==> config.mk <==
export PLATFORM = sky130hd
export DESIGN_NAME = tile_pattern_ctrl
export DESIGN_NICKNAME = d
export VERILOG_FILES = /design/src/rtl/tile_pattern_ctrl.sv
export SDC_FILE = /design/constraint.sdc
export NUM_CORES = 1
export LEC_CHECK = 0
export BUFFER_PORTS_ARGS = -buffer_cell sky130_fd_sc_hd__buf_4
export CAP_MARGIN = 20
export CORE_ASPECT_RATIO = 0.7
export CORE_MARGIN = 3
export CORE_UTILIZATION = 50
export CTS_CLUSTER_DIAMETER = 50
export CTS_CLUSTER_SIZE = 16
export DETAILED_ROUTE_END_ITERATION = 10
export PLACE_DENSITY = 0.83
export SLEW_MARGIN = 30
export SYNTH_ARGS = -nofsm -noshare
export SYNTH_HDL_FRONTEND = slang
export SYNTH_SLANG_ARGS = --single-unit
==> constraint.sdc <==
create_clock -name Clk -period 7.2 [get_ports Clk]
set_input_delay 1.08 -clock Clk [delete_from_list [all_inputs] [get_ports Clk]]
set_output_delay 1.08 -clock Clk [all_outputs]
set_load 0.005 [all_outputs]
==> src/rtl/tile_pattern_ctrl.sv <==
// tile_pattern_ctrl
//   Per-pixel tile lookup sequencer for color_mapper. Each cycle, the current
//   pixel coordinate is turned into a tile-map read. The returned pattern code
//   and the pixel's offset inside the tile then form a pattern-ROM read. The
//   ROM result is delivered three cycles after the pixel was presented, aligned
//   with the code and the coordinates that produced it.
//   The single-port tile map is shared with a CPU write port. The CPU gets the
//   port only during blanking. Each request is written once and acknowledged
//   once.
//
// Ports
//   Clk, Reset_n        pixel clock (rising edge); asynchronous active-low reset
//   DrawX, DrawY        current pixel coordinates from the VGA controller
//   VGA_BLANK_N         1 = visible pixel, 0 = blanking
//   map_addr/we/wdata   tile-map port (combinational)
//   map_rdata           tile-map synchronous read data (1-cycle latency)
//   pat_addr            pattern-ROM address {code, py, px} (combinational)
//   pat_rdata           pattern-ROM synchronous read data (1-cycle latency)
//   cpu_req/addr/wdata  CPU tile write request (level, held until cpu_ack)
//   cpu_ack             one-cycle write-complete pulse (registered)
//   export_pattern      pattern code for color_mapper (registered)
//   extend_color        2-bit color index for color_mapper (registered)
//   pix_valid           outputs belong to a visible pixel (registered)
//   DrawX_o, DrawY_o    coordinates aligned with the export outputs (registered)

module tile_pattern_ctrl #(
  parameter int TILE_LOG2 = 4,
  parameter int TILES_X   = 40,
  parameter int TILES_Y   = 30,
  parameter int MAP_AW    = 11
) (
  input  logic              Clk,
  input  logic              Reset_n,
  input  logic [9:0]        DrawX,
  input  logic [9:0]        DrawY,
  input  logic              VGA_BLANK_N,
  output logic [MAP_AW-1:0] map_addr,
  output logic              map_we,
  output logic [7:0]        map_wdata,
  input  logic [7:0]        map_rdata,
  output logic [15:0]       pat_addr,
  input  logic [1:0]        pat_rdata,
  input  logic              cpu_req,
  input  logic [MAP_AW-1:0] cpu_addr,
  input  logic [7:0]        cpu_wdata,
  output logic              cpu_ack,
  output logic [7:0]        export_pattern,
  output logic [1:0]        extend_color,
  output logic              pix_valid,
  output logic [9:0]        DrawX_o,
  output logic [9:0]        DrawY_o
);

  localparam int MAP_DEPTH = TILES_X * TILES_Y;

  localparam logic [1:0] ST_IDLE     = 2'd0;
  localparam logic [1:0] ST_ACK      = 2'd1;
  localparam logic [1:0] ST_WAIT_REL = 2'd2;

  // Tile coordinates of the current pixel
  logic [9:0]        tile_x;
  logic [9:0]        tile_y;
  logic [MAP_AW-1:0] disp_addr;
  logic              cpu_in_range;

  assign tile_x = DrawX >> TILE_LOG2;
  assign tile_y = DrawY >> TILE_LOG2;
  // With TILES_X = 40 the constant multiply reduces to (ty<<5)+(ty<<3)+tx.
  // The result is truncated to MAP_AW bits. In-range coordinates never reach
  // that limit, so no explicit wrap handling is needed.
  assign disp_addr    = MAP_AW'((32'(tile_y) * TILES_X) + 32'(tile_x));
  assign cpu_in_range = (32'(cpu_addr) < MAP_DEPTH);

  // FSM and pipeline registers
  logic [1:0] state_q, state_d;
  logic       cpu_ack_q, cpu_ack_d;

  logic       s1_valid_q, s1_valid_d;
  logic [9:0] s1_x_q, s1_x_d;
  logic [9:0] s1_y_q, s1_y_d;

  logic       s2_valid_q, s2_valid_d;
  logic [9:0] s2_x_q, s2_x_d;
  logic [9:0] s2_y_q, s2_y_d;
  logic [7:0] s2_code_q, s2_code_d;

  logic [7:0] export_pattern_q, export_pattern_d;
  logic [1:0] extend_color_q, extend_color_d;
  logic       pix_valid_q, pix_valid_d;
  logic [9:0] draw_x_q, draw_x_d;
  logic [9:0] draw_y_q, draw_y_d;

  // Map port arbitration and CPU handshake
  always_comb begin
    state_d  = state_q;
    map_addr = disp_addr;
    map_we   = 1'b0;
    case (state_q)
      ST_IDLE: begin
        // Visible cycles always belong to the display. This also covers a
        // request that arrives in the same cycle blanking ends.
        if (cpu_req && !VGA_BLANK_N) begin
          map_addr = cpu_addr;
          // Out-of-range indices are acknowledged but not written, so the
          // CPU cannot stall on a bad address.
          map_we   = cpu_in_range;
          state_d  = ST_ACK;
        end
      end
      ST_ACK:      state_d = ST_WAIT_REL;
      // Hold off until the request drops, so a held request is written once.
      ST_WAIT_REL: if (!cpu_req) state_d = ST_IDLE;
      default:     state_d = ST_IDLE;
    endcase
    // The ack flop follows the ACK state, so the pulse lasts exactly one cycle.
    cpu_ack_d = (state_d == ST_ACK);
  end

  assign map_wdata = cpu_wdata;
  // The pattern address is driven every cycle, even for blank pixels; the
  // valid bit travelling with the pixel decides whether the result is used.
  assign pat_addr  = {map_rdata, s1_y_q[TILE_LOG2-1:0], s1_x_q[TILE_LOG2-1:0]};

  // Three-stage display pipe; it never stalls
  always_comb begin
    s1_valid_d = VGA_BLANK_N;
    s1_x_d     = DrawX;
    s1_y_d     = DrawY;

    s2_valid_d = s1_valid_q;
    s2_x_d     = s1_x_q;
    s2_y_d     = s1_y_q;
    s2_code_d  = map_rdata;

    pix_valid_d      = s2_valid_q;
    draw_x_d         = s2_x_q;
    draw_y_d         = s2_y_q;
    export_pattern_d = s2_valid_q ? s2_code_q : 8'd0;
    extend_color_d   = s2_valid_q ? pat_rdata : 2'd0;
  end

  always_ff @(posedge Clk or negedge Reset_n) begin
    if (!Reset_n) begin
      state_q          <= ST_IDLE;
      cpu_ack_q        <= 1'b0;
      s1_valid_q       <= 1'b0;
      s1_x_q           <= '0;
      s1_y_q           <= '0;
      s2_valid_q       <= 1'b0;
      s2_x_q           <= '0;
      s2_y_q           <= '0;
      s2_code_q        <= '0;
      export_pattern_q <= '0;
      extend_color_q   <= '0;
      pix_valid_q      <= 1'b0;
      draw_x_q         <= '0;
      draw_y_q         <= '0;
    end else begin
      state_q          <= state_d;
      cpu_ack_q        <= cpu_ack_d;
      s1_valid_q       <= s1_valid_d;
      s1_x_q           <= s1_x_d;
      s1_y_q           <= s1_y_d;
      s2_valid_q       <= s2_valid_d;
      s2_x_q           <= s2_x_d;
      s2_y_q           <= s2_y_d;
      s2_code_q        <= s2_code_d;
      export_pattern_q <= export_pattern_d;
      extend_color_q   <= extend_color_d;
      pix_valid_q      <= pix_valid_d;
      draw_x_q         <= draw_x_d;
      draw_y_q         <= draw_y_d;
    end
  end

  assign cpu_ack        = cpu_ack_q;
  assign export_pattern = export_pattern_q;
  assign extend_color   = extend_color_q;
  assign pix_valid      = pix_valid_q;
  assign DrawX_o        = draw_x_q;
  assign DrawY_o        = draw_y_q;

endmodule

==> impl_metrics.env, run 1 <==
export IMPL_status="complete, no violations"
export IMPL_cts_hold_buf=0
export IMPL_hpwlAfterDp_microns=3691
export IMPL_min_path_cells=0
export IMPL_cts_max_level=3
export IMPL_cts_clk_slew_worst_paths_ns=0.08
export IMPL_clock_sinks=84
export IMPL_grt_max_degree=85
export IMPL_clock_skew_ns=0.006793
export IMPL_cts_setup_buffers=0
export IMPL_dr_total_vias=1607
export IMPL_yosysTopAreaCellShare_pct=73.20
export IMPL_ir_drop_mv=0.1462
export IMPL_ys_warn_count=0
export IMPL_ys_seq_area_share_pct=73.20
export IMPL_synth_edff_count=0
export IMPL_synth_cell_area_sq_um=2872
export IMPL_ys_seq_elements=84
export IMPL_worst_hold_path_type="register to register"
export IMPL_synth_avg_cell_area_sq_um=15.78
export IMPL_finalCritPeriodShare_pct=60.49
export IMPL_antenna_diode_count=0
export IMPL_die_h_microns=69.41
export IMPL_ios=121
export IMPL_ant_nets=0
export IMPL_cts_tree="yes"
export IMPL_synthFlopType="dfrtp_1"
export IMPL_rsz0062_at_grt="no"
export IMPL_maxSlewViolCount=0
export IMPL_min_from="s1_x_q[8]"
export IMPL_grt_pass1_vias=1710
export IMPL_max_cap_violations=0
export IMPL_area_growth_pct=30.94
export IMPL_start_util_pct=53.22
export IMPL_synth_fp_nets=248
export IMPL_grt_pass1_wl_microns=7693
export IMPL_reg2reg_from="state_q[1]"
export IMPL_cp_startpoint="DrawY[5]"
export IMPL_wirelength_microns=4769
export IMPL_cts_buffers=9
export IMPL_slew_headroom_pct=41.41
export IMPL_die_w_microns=96.58
export IMPL_crit_fanout=4
export IMPL_synth_most_common_cell="dfrtp_1"
export IMPL_cts_resized=0
export IMPL_crit_type="input pin to output port"
export IMPL_cp_start_kind="input pin"
export IMPL_post_place_ws_ns=2.903
export IMPL_rows=22
export IMPL_synthTopCellsByArea="dfrtp_1, buf_4, ha_1"
export IMPL_final_nets=338
export IMPL_port_buffers=104
export IMPL_clock_fmax_mhz=229.6
export IMPL_drt_initial_drc_count=78
export IMPL_critical_path_required_ns=6.12
export IMPL_viasPerCell=4.605
export IMPL_post_drt_wl_per_cell_microns=13.66
export IMPL_leakage_nw=1.846
export IMPL_reg2regPathDepth=1
export IMPL_setup_slack_ns=2.845
export IMPL_yosys_cell_types_count=25
export IMPL_hold_viol=0
export IMPL_crit_arrival_ns=3.28
export IMPL_synthCells=182
export IMPL_root_buffer="clkbuf_8"
export IMPL_core_area_sq_um=5395
export IMPL_end_kind="output port"
export IMPL_gp_congestion=0.8084
export IMPL_overflow=0
export IMPL_setup_viol=0
export IMPL_drive_gt1_share_pct=45.85
export IMPL_synth_async_reset_ratio_pct=100.0
export IMPL_clock_latency_ns=0.33
export IMPL_power_uw=949.3
export IMPL_yosysTopAreaCell="dfrtp_1"
export IMPL_antenna_found_initial=0
export IMPL_drt_first_pass_iters=4
export IMPL_p_per_area_nw_per_um2=252.5
export IMPL_grtUsageTotal_pct=15.58
export IMPL_synth_common_cells="dfrtp_1, buf_4, ha_1"
export IMPL_post_route_min_period_ns=4.355
export IMPL_drc=0
export IMPL_clk_path_buf_depth=2
export IMPL_die_area_sq_um=6703
export IMPL_tightest_slew_ns=0.8751
export IMPL_tns_ns=0
[critical path: stages]
cell and delay (ns):
buf_4 0.13, ha_1 0.29, ha_1 0.23, fa_1 0.41, xor2_1 0.25, nand3_1 0.15
nor4_2 0.31, xnor2_1 0.18, o21ai_1 0.08, buf_4 0.17
[metrics by stage]
step / instances / hold slack [ns] / instance area [sq um] / utilization (%)
CTS: 349 / 0.3537 / 3756 / 69.62
global route: 349 / 0.3584 / 3760 / 69.69
floorplan: 182 / 0.3312 / 2872 / -
global placement: 333 / 0.3316 / 3557 / 65.93
detailed placement: 333 / 0.3347 / 3557 / 65.93
finish: 349 / 0.3457 / 3760 / 69.69
[cell usage in the layout (no fill, tap or decap), drive strengths merged]
cell and count:
a21boi 1, and2 10, and3 1, nand2 7
clkinvlp 2, bufinv 1, inv 4, nor2b 1
nor4b 2, nor4 1, a21oi 5, ha 11
dfrtp 84, nand3 3, mux2 5, xnor2 6
a211o 1, nor2 3, clkbuf 10, buf 104
clkinv 1, o21ai 7, fa 2, a21o 3
xor2 2
[flip-flops by register name, summed over array words and instances, names as in the netlist, 2 cells and up]
name	count
draw_x_d	10
s1_y_q	10
state_q	2
s2_code_q	8
DrawY_o	10
extend_color	2
s1_x_q	10
export_pattern	8
draw_y_d	10
DrawX_o	10
[area by class of cell]
type | instances | area (sq um)
Inverter | 2 | 7.507
Tap cell | 72 | 90.09
Multi-Input combinational cell | 71 | 576.8
Clock buffer | 10 | 127.6
Clock inverter | 6 | 71.32
Sequential cell | 84 | 2102
Timing Repair Buffer | 104 | 784.5
Fill cell | 386 | 1635
[worst paths after layout]
path	slack [ns]	end
setup / recovery	2.84	map_addr[10]
hold / removal	0.35	draw_x_d[8]
setup reg to reg	5.75	state_q[0]
hold reg to reg	0.35	draw_x_d[8]
max in group asynchronous	5.96	DrawY_o[8]
min in group asynchronous	0.77	draw_y_d[2]
[where the power goes]
part           switching, mW  internal (mW)  total [mW]
registers            0.00905          0.496       0.505
logic                 0.0548         0.0710       0.126
clock network          0.155          0.163       0.319
[routing by layer]
layer	track usage (%)	up-vias	share of wire, %
li1	-	752	-
met1	17.76	760	37
met2	24.31	86	47
met3	9.111	9	14
met4	5.443	0	1.3
met5	0	-	0
[cells by family after synthesis]
logic type / synth area share [%]
adder cells (fa/ha/maj): 6.187
flip-flops: 73.20
XOR/XNOR: 2.440
AND/OR/NAND/NOR: 6.013
multiplexers: 1.961
buffers and inverters: 6.710
AO/OA/AOI/OAI: 3.486
No activity file was read; power rests on OpenSTA's default activity.
==> run 2: changes to the inputs <==
- ABC_AREA: not set -> 1
- CORE_UTILIZATION: 50 -> 43
- PLACE_DENSITY: 0.83 -> 0.76
- clock period: 7.2 -> 3.5 ns (I/O delays scaled with it)
==> impl_metrics.env, run 2 <==
export IMPL_dr_total_vias=1770
export IMPL_grt_use_met2_pct=20.82
export IMPL_synth_async_reset_ratio_pct=100.0
export IMPL_status="complete, no violations"
export IMPL_antenna_diode_count=0
export IMPL_hpwlAfterDp_microns=3845
export IMPL_core_area_sq_um=6426
export IMPL_antenna_found_initial=0
export IMPL_ys_warn_count=0
export IMPL_ant_nets=0
export IMPL_hold_slack_ns=0.2215
export IMPL_synth_cell_area_sq_um=2932
export IMPL_pwr_share_comb_pct=14.8
export IMPL_drc=0
export IMPL_crit_fanout=4
export IMPL_root_buffer="clkbuf_8"
export IMPL_cts_resized=0
export IMPL_cts_setup_buffers=0
export IMPL_leakage_nw=2.026
export IMPL_grt_pass1_wl_microns=8142
export IMPL_reg2reg_from="state_q[0]"
export IMPL_p_int_mw=1.567
export IMPL_stdcell_count=408
export IMPL_rsz0062_at_grt="no"
export IMPL_grt_util_met1_pct=17.76
export IMPL_die_h_microns=75.08
export IMPL_cp_start_kind="input pin"
export IMPL_hold_viol=0
export IMPL_r2r_end="state_q[0]"
export IMPL_start_util_pct=45.62
export IMPL_wirelength_microns=5093
export IMPL_ios=121
export IMPL_max_cap_violations=0
export IMPL_area_growth_pct=31.11
export IMPL_yosysTopAreaCellShare_pct=71.70
export IMPL_rows=24
export IMPL_swShare_pct=23.23
export IMPL_gp_congestion=0.8161
export IMPL_cts_hold_buf=0
export IMPL_cts_tree="yes"
export IMPL_synthCells=225
export IMPL_port_buffers=104
export IMPL_clock_sinks=84
export IMPL_fin_util_pct=59.81
export IMPL_synthFlopType="dfrtp_1"
export IMPL_slew_headroom_pct=53.24
export IMPL_critical_path_required_ns=2.97
export IMPL_crit_type="input pin to output port"
export IMPL_drt_first_pass_iters=4
export IMPL_ys_seq_elements=84
export IMPL_clkPwrFrac_pct=33.8
export IMPL_tns_ns=0
export IMPL_clock_latency_ns=0.33
export IMPL_p_sw_uw=474.4
export IMPL_p_per_area_nw_per_um2=531.2
export IMPL_layout_commonest_cell="buf_4"
export IMPL_grt_pass1_vias=1685
export IMPL_clock_fmax_mhz=336.5
export IMPL_end_kind="output port"
export IMPL_synthTopCellsByArea="dfrtp_1, buf_4, nand2_1"
export IMPL_clk_path_buf_depth=2
export IMPL_final_cell_mix="buf_4, dfrtp_1, nand2_1, inv_1, clkbuf_8"
export IMPL_maxSlewViolCount=0
export IMPL_cts_buffers=9
export IMPL_final_nets=379
export IMPL_seq_power_share_pct=51.5
export IMPL_yosysTopAreaCell="dfrtp_1"
export IMPL_grt_use_met3_pct=6.941
export IMPL_post_drt_wl_per_cell_microns=12.48
export IMPL_grtUsageTotal_pct=13.86
export IMPL_nFillCells=521
export IMPL_yosys_cell_types_count=23
export IMPL_clock_skew_ns=0.005742
export IMPL_drt_initial_drc_count=66
export IMPL_worst_hold_path_type="input pin to asynchronous set/reset pin"
export IMPL_die_area_sq_um=7860
export IMPL_drive_gt1_share_pct=39.43
export IMPL_setup_viol=0
export IMPL_ir_drop_mv=0.1895
export IMPL_post_route_min_period_ns=2.972
export IMPL_viasPerCell=4.338
export IMPL_die_w_microns=104.7
export IMPL_placed_cells=393
export IMPL_synth_common_cells="dfrtp_1, nand2_1, buf_4"
export IMPL_grt_max_degree=85
export IMPL_top_usage_layer="met2"
export IMPL_synth_edff_count=0
export IMPL_cts_max_level=3
export IMPL_overflow=0
export IMPL_tightest_slew_ns=0.7014
export IMPL_crit_arrival_ns=2.45
export IMPL_finalCritPeriodShare_pct=84.90
export IMPL_ff2ff_setup_slack_ns=2.45
export IMPL_cts_clk_slew_worst_paths_ns=0.07
export IMPL_ys_seq_area_share_pct=71.70
export IMPL_synth_avg_cell_area_sq_um=13.03
export IMPL_reg2regPathDepth=3
export IMPL_synth_most_common_cell="dfrtp_1"
export IMPL_power_mw=2.042
export IMPL_synth_fp_nets=291
==> run 2: final cells by class <==
class	count	area, sq um	share of cell area [%]
Clock buffer	12	165.2	4.297
Clock inverter	3	45.04	1.172
Inverter	21	78.83	2.051
Multi-Input combinational cell	93	554.3	14.42
Sequential cell	84	2102	54.69
Tap cell	91	113.9	2.962
Timing Repair Buffer	104	784.5	20.41
==> run 2: metal layers <==
metal  share of wire, %  wire (microns)
met5                  0               0
met2                 44            2266
met4               0.71              36
met3                 10             513
met1                 45            2277
==> run 2: power groups by stage <==
stage                     combinational, mW  clock (mW)  sequential (mW)
after floorplan                       0.144           0             1.07
after global placement                0.301           0             1.07
after detailed placement              0.305           0             1.07
after CTS                             0.307       0.718             1.05
after global routing                  0.341       0.753             1.06
final                                 0.302       0.689             1.05
==> run 2: worst max-delay path: stages <==
cell	delay [ns]
buf_4	0.13
ha_1	0.28
ha_1	0.22
fa_1	0.50
nand2_1	0.06
inv_1	0.08
nand2_1	0.09
o21ai_0	0.17
nand3_1	0.09
o21ai_1	0.10
inv_2	0.05
buf_4	0.13
==> run 2: metrics by stage <==
| stage | cell area (sq um) | setup WS [ns] |
|---|---|---|
| after global routing | 3844 | 0.3459 |
| after global placement | 3630 | 0.5987 |
| final | 3844 | 0.5284 |
| after detailed placement | 3630 | 0.5355 |
| after CTS | 3840 | 0.5256 |
| after floorplan | 2932 | 0.9233 |
==> run 2: worst max path at each step <==
stage,startpoint,to,slack (ns),cells past startpoint
3_5_place_dp,DrawY[5],map_addr[9],0.54,12
6_report,DrawY[5],map_addr[9],0.53,12
5_1_grt,DrawY[5],map_addr[9],0.35,12
4_1_cts,DrawY[5],map_addr[9],0.53,12
3_3_place_gp,DrawY[5],map_addr[9],0.60,12
2_1_floorplan,DrawY[5],map_addr[9],0.92,11
==> run 2: cell families (layout without fill, tap and decap cells) <==
kind of cell,Yosys count,count (layout),share of synthesized area (%)
flip-flops,84,84,71.70
AND/OR/NAND/NOR,66,66,9.902
buffers and inverters,48,140,9.390
adder cells (fa/ha/maj),13,13,6.061
AO/OA/AOI/OAI,10,10,1.750
XOR/XNOR,4,4,1.195
==> run 3: changes to the inputs <==
- ABC_AREA: 1 -> 0
- CORE_UTILIZATION: 43 -> 47
- PLACE_DENSITY: 0.76 -> 0.79
- clock period: 3.5 -> 3.05 ns (I/O delays scaled with it)
==> impl_metrics.env, run 3 (synthesis results as in run 1) <==
export IMPL_port_buffers=104
export IMPL_grt_pass1_wl_microns=8176
export IMPL_ir_drop_mv=0.2501
export IMPL_clock_latency_ns=0.34
export IMPL_grt_use_met2_pct=24.03
export IMPL_drive_gt1_share_pct=47.29
export IMPL_dr_total_vias=1618
export IMPL_die_w_microns=99.43
export IMPL_antenna_diode_count=0
export IMPL_crit_fanout=4
export IMPL_tightest_slew_ns=0.7100
export IMPL_grtUsageTotal_pct=15.30
export IMPL_viasPerCell=4.597
export IMPL_drt_first_pass_iters=4
export IMPL_hold_viol=0
export IMPL_layout_commonest_cell="buf_4"
export IMPL_grt_max_degree=85
export IMPL_placed_cells=337
export IMPL_rows=23
export IMPL_nFillCells=441
export IMPL_cts_tree="yes"
export IMPL_grt_util_met1_pct=18.83
export IMPL_final_cell_mix="buf_4, dfrtp_1, ha_1, and2_1, clkbuf_8"
export IMPL_post_route_min_period_ns=2.929
export IMPL_cts_max_level=3
export IMPL_ant_nets=0
export IMPL_worst_hold_path_type="input pin to asynchronous set/reset pin"
export IMPL_grt_pass1_vias=1700
export IMPL_crit_arrival_ns=2.47
export IMPL_cp_start_kind="input pin"
export IMPL_crit_type="input pin to output port"
export IMPL_slew_headroom_pct=52.66
export IMPL_grt_use_met3_pct=7.101
export IMPL_leakage_nw=1.848
export IMPL_cts_hold_buf=0
export IMPL_critical_path_required_ns=2.59
export IMPL_tns_ns=0
export IMPL_top_usage_layer="met2"
export IMPL_drt_initial_drc_count=36
export IMPL_hpwlAfterDp_microns=3686
export IMPL_drc=0
export IMPL_finalCritPeriodShare_pct=96.04
export IMPL_antenna_found_initial=0
export IMPL_end_kind="output port"
export IMPL_core_area_sq_um=5813
export IMPL_p_per_area_nw_per_um2=595.9
export IMPL_root_buffer="clkbuf_8"
export IMPL_die_area_sq_um=7098
export IMPL_clock_fmax_mhz=341.4
export IMPL_overflow=0
export IMPL_cts_buffers=9
export IMPL_setup_viol=0
export IMPL_clock_skew_ns=0.009984
export IMPL_maxSlewViolCount=0
export IMPL_cts_resized=0
export IMPL_final_nets=339
export IMPL_clk_path_buf_depth=2
export IMPL_clock_sinks=84
export IMPL_wirelength_microns=4947
export IMPL_rsz0062_at_grt="no"
export IMPL_stdcell_count=352
export IMPL_gp_congestion=0.8098
export IMPL_max_cap_violations=0
export IMPL_area_growth_pct=31.76
export IMPL_start_util_pct=49.40
export IMPL_die_h_microns=71.40
export IMPL_post_drt_wl_per_cell_microns=14.05
export IMPL_cts_setup_buffers=0
export IMPL_ios=121
export IMPL_status="complete, no violations"
export IMPL_cts_clk_slew_worst_paths_ns=0.08
## run 3: per-stage QoR
stage | setup WS (ns) | hold WS [ns] | utilization (%) | cell area [sq um] | total power, mW
2_1_floorplan | 0.4656 | 0.1619 | - | 2872 | 1.345
3_3_place_gp | 0.1396 | 0.3322 | 61.39 | 3568 | 1.510
3_5_place_dp | 0.06524 | 0.3347 | 61.39 | 3568 | 1.516
4_1_cts | 0.05066 | 0.1904 | 64.77 | 3765 | 2.289
5_1_grt | 0.009811 | 0.1827 | 65.09 | 3784 | 2.375
6_report | 0.1209 | 0.1391 | 65.09 | 3784 | 2.255
## run 3: layout make-up
class	instances	area, sq um	share of cell area, %
clock buffer	9	123.9	3.274
clock inverter	6	72.57	1.918
inverter	2	7.507	0.1984
multi-input combinational	71	591.8	15.64
sequential	84	2102	55.56
tap	75	93.84	2.480
timing repair buffer	105	792.0	20.93
## run 3: worst max-delay path, stage by stage
cell and delay [ns]:
buf_4 0.14, ha_1 0.29, ha_1 0.23, fa_2 0.37, xor2_2 0.20, nand3_2 0.12
nor4_2 0.29, xnor2_1 0.16, o21ai_1 0.08, buf_4 0.14
## run 3: final timing paths
| check | start | endpoint | slack (ns) | cells after the start |
|---|---|---|---|---|
| setup / recovery | DrawY[5] | map_addr[10] | 0.12 | 10 |
| hold / removal | Reset_n | DrawX_o[1] | 0.14 | 1 |
| setup reg to reg | state_q[1] | state_q[0] | 1.75 | 2 |
| hold reg to reg | draw_y_d[6] | DrawY_o[6] | 0.34 | 0 |
| max in group asynchronous | Reset_n | s2_code_q[6] | 2.42 | 1 |
| min in group Clk | DrawX[3] | s1_x_q[3] | 0.21 | 1 |
## run 3: per-layer routing
layer,share of wire (%),wire length (microns)
met4,1.5,72
met3,10,503
met2,47,2325
met1,41,2047
met5,0,0
## run 3: where the power goes
part	switching (mW)	internal, mW	total (mW)
sequential	0.0224	1.17	1.19
combinational	0.131	0.171	0.302
clock	0.378	0.381	0.759
